===== src/rtl/fp_div.sv =====
// Iterative radix-2 restoring floating-point divider, one quotient bit per clock.
// The result is truncated and zero exponents flush to zero; there is no Inf/NaN or range detection.
module fp_div #(
   parameter int FP_WIDTH  = 32,
   parameter int EXP_WIDTH = 8,
   parameter int MAN_WIDTH = 23
) (
   input  logic                clk,
   input  logic                rst,
   input  logic                in_valid,
   output logic                in_ready,
   input  logic [FP_WIDTH-1:0] IN1,
   input  logic [FP_WIDTH-1:0] IN2,
   output logic                out_valid,
   input  logic                out_ready,
   output logic [FP_WIDTH-1:0] OUT
);

   localparam int RW   = MAN_WIDTH + 2;
   localparam int CW   = $clog2(MAN_WIDTH + 2);
   localparam int XW   = EXP_WIDTH + 2;
   localparam int BIAS = 2**(EXP_WIDTH-1) - 1;

   typedef enum logic [1:0] {IDLE = 2'd0, BUSY = 2'd1, DONE = 2'd2} state_t;

   state_t                 r_state;
   state_t                 w_state_nxt;
   logic [CW-1:0]          r_cnt;
   logic [RW-1:0]          r_rem;
   logic [MAN_WIDTH:0]     r_div;
   logic [RW-2:0]          r_q;
   logic                   r_sign;
   logic [EXP_WIDTH-1:0]   r_ea;
   logic [EXP_WIDTH-1:0]   r_eb;
   logic                   r_za;
   logic                   r_zb;
   logic [FP_WIDTH-1:0]    r_out;

   logic                   w_accept;
   logic                   w_last;
   logic                   w_ge;
   logic [MAN_WIDTH:0]     w_rsub;
   logic [RW-1:0]          w_rnext;
   logic [RW-1:0]          w_qnext;
   logic [MAN_WIDTH-1:0]   w_man;
   logic [EXP_WIDTH-1:0]   w_exp;
   logic [FP_WIDTH-1:0]    w_result;

   assign w_accept = (r_state == IDLE) && in_valid;
   assign w_last   = (r_cnt == CW'(MAN_WIDTH + 1));

   // R - D fits in MAN_WIDTH+1 bits whenever R >= D, so the top remainder bit can be dropped.
   assign w_ge    = (r_rem >= {1'b0, r_div});
   assign w_rsub  = r_rem[RW-2:0] - r_div;
   assign w_rnext = w_ge ? {w_rsub, 1'b0} : {r_rem[RW-2:0], 1'b0};
   assign w_qnext = {r_q, w_ge};

   assign w_man = w_qnext[RW-1] ? w_qnext[MAN_WIDTH:1] : w_qnext[MAN_WIDTH-1:0];
   assign w_exp = EXP_WIDTH'({2'b00, r_ea} - {2'b00, r_eb} + XW'(BIAS)
                             - {{(XW-1){1'b0}}, ~w_qnext[RW-1]});

   always_comb begin
      w_result = {r_sign, w_exp, w_man};
      if (r_zb)
         w_result = {r_sign, {EXP_WIDTH{1'b1}}, {MAN_WIDTH{1'b0}}};
      else if (r_za)
         w_result = {r_sign, {(FP_WIDTH-1){1'b0}}};
   end

   always_ff @(posedge clk) begin
      if (rst)
         r_state <= IDLE;
      else
         r_state <= w_state_nxt;
   end

   always_comb begin
      w_state_nxt = r_state;
      case (r_state)
         IDLE:    if (in_valid) w_state_nxt = BUSY;
         BUSY:    if (w_last)   w_state_nxt = DONE;
         DONE:    if (out_ready) w_state_nxt = IDLE;
         default: w_state_nxt = IDLE;
      endcase
   end

   always_comb begin
      in_ready  = (r_state == IDLE);
      out_valid = (r_state == DONE);
   end

   always_ff @(posedge clk) begin
      if (rst) begin
         r_cnt  <= '0;
         r_rem  <= '0;
         r_div  <= '0;
         r_q    <= '0;
         r_sign <= 1'b0;
         r_ea   <= '0;
         r_eb   <= '0;
         r_za   <= 1'b0;
         r_zb   <= 1'b0;
         r_out  <= '0;
      end else if (w_accept) begin
         r_sign <= IN1[FP_WIDTH-1] ^ IN2[FP_WIDTH-1];
         r_ea   <= IN1[FP_WIDTH-2 -: EXP_WIDTH];
         r_eb   <= IN2[FP_WIDTH-2 -: EXP_WIDTH];
         r_za   <= (IN1[FP_WIDTH-2 -: EXP_WIDTH] == '0);
         r_zb   <= (IN2[FP_WIDTH-2 -: EXP_WIDTH] == '0);
         r_rem  <= {2'b01, IN1[MAN_WIDTH-1:0]};
         r_div  <= {1'b1, IN2[MAN_WIDTH-1:0]};
         r_q    <= '0;
         r_cnt  <= '0;
      end else if (r_state == BUSY) begin
         r_rem <= w_rnext;
         r_q   <= w_qnext[RW-2:0];
         r_cnt <= r_cnt + 1'b1;
         if (w_last)
            r_out <= w_result;
      end
   end

   assign OUT = r_out;

endmodule


===== config.mk =====
export PLATFORM = sky130hd
export DESIGN_NAME = fp_div
export DESIGN_NICKNAME = d
export VERILOG_FILES = /design/src/rtl/fp_div.sv
export SDC_FILE = /design/constraint.sdc
export NUM_CORES = 1
export LEC_CHECK = 0
export CAP_MARGIN = 5
export CORE_ASPECT_RATIO = 0.5
export CORE_MARGIN = 4
export CORE_UTILIZATION = 45
export DETAILED_ROUTE_END_ITERATION = 8
export PLACE_DENSITY = 0.68
export RECOVER_POWER = 50
export SETUP_SLACK_MARGIN = 0.02
export SYNTH_ARGS = -nofsm -noshare
export SYNTH_HDL_FRONTEND = slang
export SYNTH_SLANG_ARGS = --single-unit
export TNS_END_PERCENT = 50

===== constraint.sdc =====
create_clock -name clk -period 4.95 [get_ports clk]
set_clock_uncertainty 0.2 [all_clocks]
set_input_delay 0.99 -clock clk [delete_from_list [all_inputs] [get_ports clk]]
set_output_delay 0.99 -clock clk [all_outputs]
set_load 0.01 [all_outputs]

==> metrics.csv <==
stage,metric,value,unit
finish,diodes,0,
drt,via_per_inst,5.42,
die,io_pins,102,
setup_path,worstPathArrival,3840,ps
drt,wire_per_inst,15.3,um
finish,drive_above_1_share,7.85,%
sta,period_needed,3880,ps
synth,syn_area,7230,sq um
placement,post-place-ws,1180,ps
setup_path,timing.rr.start,r_state[0],
setup_path,cp-end-kind,register,
die,dieHeight,97.6,um
pwr,finalPower,0.00457,W
synth,ys.flop_type,dfxtp_1,
die,initial_core_util,46.4,%
drt,detail_route.iter0.violations,373,
sta,slew_viol_final,117,
setup_path,regToRegSetupSlack,1220,ps
sta,rsz0062_at_grt,no,
clock_network,path_clk_slew,60,ps
synth,ys_ff_latch,131,
finish,nFillCells,1455,
synth,synth_edf_count,0,
sta,setup_violations,0,
pwr,seq_power_share,26.8,%
die,fp.dieW,187,um
synth,yosys_warnings,0,
synth,synthCells,883,
finish,final_nets,1071,
drt,antenna_left,0,
clock_network,post_cts_resized,0,
worst_hold_path,hp-start,OUT[0],
sta,max_freq,0.258,GHz
placement,io_buffers,101,
die,row_count,32,
global_route,grt_pass1_vias,6047,
pwr,powerDensity,514,nW/um^2
sta,fin_ws,1070,ps
sta,maxSlewHeadroom,-85.6,%
clock_network,cts_tree,yes,
pwr,intPower,0.00284,W
setup_path,worstReg2RegEnd,OUT[0],
global_route,grt_usage,19.7,%
clock_network,htreeDepth,4,
setup_path,critical_path.max_fanout,29,
pwr,leakage,3.57,nW
clock_network,cts_root_buf,clkbuf_16,
setup_path,ff2ff_path_depth,7,
sta,finalHoldViolCount,0,
worst_hold_path,hold_class,reg -> reg,
finish,mostFrequentLayoutCell,nand2_1,
global_route,antenna_found_initial,0,
pwr,swShare,37.8,%
setup_path,cp-start-kind,input pin,
drt,num_vias,6352,
synth,synth-async-reset-ratio,0,%
finish,final_cell_mix,"159 x nand2_1, 131 x dfxtp_1, 105 x a21oi_1, 66 x clkdlybuf4s50_1, 58 x nor2_1",
worst_hold_path,hold_path_end,OUT[0],
drt,dr.pass1.iters,7,
drt,postRouteWirelength,18.0,mm
drt,drc,0,
run_status,violations,"max-capacitance violations, max-slew violations",
worst_hold_path,min_path_cells,2,
pwr,switching_power,0.00173,W
synth,syn_avg_cell_area,8.19,sq um
setup_path,required,4910,ps
clock_network,insertion_delay,420,ps
pwr,combinationalPowerShare,45.2,%
pwr,p_clk_share,28.0,%
finish,syn_to_final_growth,23.1,%
placement,place_congestion,0.858,
placement,hpwl,12.6,mm
clock_network,holdBufCountCts,0,
clock_network,postCtsSetupRepairBufs,0,
setup_path,setup.worst_path.class,in -> reg,
synth,synth_nets,999,
sta,tightest_slew,2780,ps
global_route,grt_pass1_wl,30.0,mm
synth,ys_seq_area_share,36.3,%
synth,synth_cell_types,67,
clock_network,cts_max_path_buffers,2,
die,core_area,15600,sq um
sta,period_share,78.4,%
clock_network,cts_buffers,17,
sta,setup_tns,0,ps
global_route,overflow,0,
job,maxCapViolCount,3,
pwr,vdd_drop_max,0.000318,V
global_route,grt_max_degree,61,
run_status,status,finished with violations,
clock_network,clkSinkCount,131,
die,die_area,18300,sq um
## stage by stage
| stage | hold slack (ps) | utilization [%] | cells | instance area [sq um] |
|---|---|---|---|---|
| 3_5_place_dp | 247 | 53.4 | 1140 | 8320 |
| 6_report | 249 | 57.1 | 1172 | 8900 |
| 4_1_cts | 258 | 57.2 | 1172 | 8910 |
| 5_1_grt | 276 | 57.1 | 1172 | 8900 |
| 3_3_place_gp | 243 | 53.4 | 1140 | 8320 |
| 2_1_floorplan | 232 | - | 883 | 7230 |
## per-layer routing
metal,part of all wire (%),vias to the layer above,global-route usage [%]
li1,-,3226,-
met4,0.92,0,4.88
met5,0,-,0
met1,50,2978,27.6
met3,4.3,12,3.77
met2,45,136,31.5
## how the worst max path moves through the flow
stage	from	to	slack, ps	cells after the start
after floorplan	r_q[23]	OUT[30]	1790	17
after global placement	in_valid	r_q[0]	1240	4
after detailed placement	in_valid	r_q[0]	1180	4
after CTS	in_valid	r_q[0]	1610	4
after global routing	rst	r_rem[8]	820	3
final	in_valid	r_rem[19]	1070	7
## cell type report
type | count | area [sq um] | area share, %
Tap cell | 204 | 255 | 2.87
Inverter | 56 | 210 | 2.36
Clock inverter | 10 | 123 | 1.38
Multi-Input combinational cell | 639 | 4140 | 46.6
Clock buffer | 22 | 474 | 5.33
Timing Repair Buffer | 110 | 1070 | 12.0
Sequential cell | 131 | 2620 | 29.5
## synth_stat cells, types with 2 or more instances
| master | n | share of area (%) |
|---|---|---|
| a22oi_1 | 38 | 3.9 |
| inv_1 | 56 | 2.9 |
| o21ai_1 | 3 | 0.21 |
| nand3_1 | 11 | 0.76 |
| and2_1 | 2 | 0.17 |
| o211ai_1 | 4 | 0.42 |
| a22o_1 | 2 | 0.24 |
| o21ai_0 | 10 | 0.69 |
| a21oi_1 | 105 | 7.3 |
| nor3_1 | 10 | 0.69 |
| a21boi_1 | 3 | 0.31 |
| nand2b_1 | 5 | 0.43 |
| mux2i_1 | 17 | 2.4 |
| buf_1 | 8 | 0.42 |
| fa_1 | 2 | 0.55 |
| nor4_1 | 6 | 0.52 |
| and4b_1 | 2 | 0.28 |
| clkbuf_2 | 2 | 0.14 |
| ha_1 | 46 | 8.0 |
| o311ai_1 | 2 | 0.24 |
| clkbuf_1 | 39 | 2.0 |
| nand2_1 | 159 | 8.3 |
| xnor2_1 | 22 | 2.7 |
| a21boi_0 | 3 | 0.31 |
| mux2_2 | 23 | 3.6 |
| o2111a_1 | 2 | 0.31 |
| a221oi_2 | 4 | 0.83 |
| dfxtp_1 | 131 | 36 |
| nor2b_1 | 5 | 0.43 |
| o22ai_1 | 15 | 1.3 |
| buf_2 | 4 | 0.28 |
| a21o_1 | 14 | 1.5 |
| o21bai_1 | 7 | 0.73 |
| nor3b_1 | 2 | 0.21 |
| nand4_1 | 4 | 0.35 |
| nor2_1 | 58 | 3.0 |
| a211oi_1 | 11 | 1.1 |
| and3_1 | 4 | 0.35 |
| xor2_1 | 11 | 1.3 |
| buf_6 | 4 | 0.62 |
## critical path, cell delays in order
cell and delay, ps:
dlygate4sd3_1 560, and2_0 1160, nor2_1 260, buf_4 310, a22oi_1 240, a21boi_1 240
a221oi_2 80
## power by group through the flow
stage | Combinational [W] | Clock [W] | Sequential (W)
floorplan | 0.00169 | 0 | 0.00122
global placement | 0.00202 | 0 | 0.00124
detailed placement | 0.00204 | 0 | 0.00124
CTS | 0.00206 | 0.00130 | 0.00122
global route | 0.00227 | 0.00135 | 0.00124
finish | 0.00207 | 0.00128 | 0.00122
## logic make-up after synthesis
kind of cell / count (synthesis) / share of synthesized area (%)
AND/OR/NAND/NOR: 271 / 15.8
AO/OA/AOI/OAI: 247 / 23.1
flip-flops: 131 / 36.3
buffers and inverters: 113 / 6.39
adder cells (fa/ha/maj): 48 / 8.52
multiplexers: 40 / 5.94
XOR/XNOR: 33 / 4.00
## sequential cells by signal, summed over array words and instances, names as in the netlist
signal	cells
OUT	32
r_za	1
r_div	24
r_cnt	5
r_eb	8
r_zb	1
r_ea	8
r_state	2
r_q	24
r_sign	1
r_rem	25
Power figures use the tool's default switching activity.
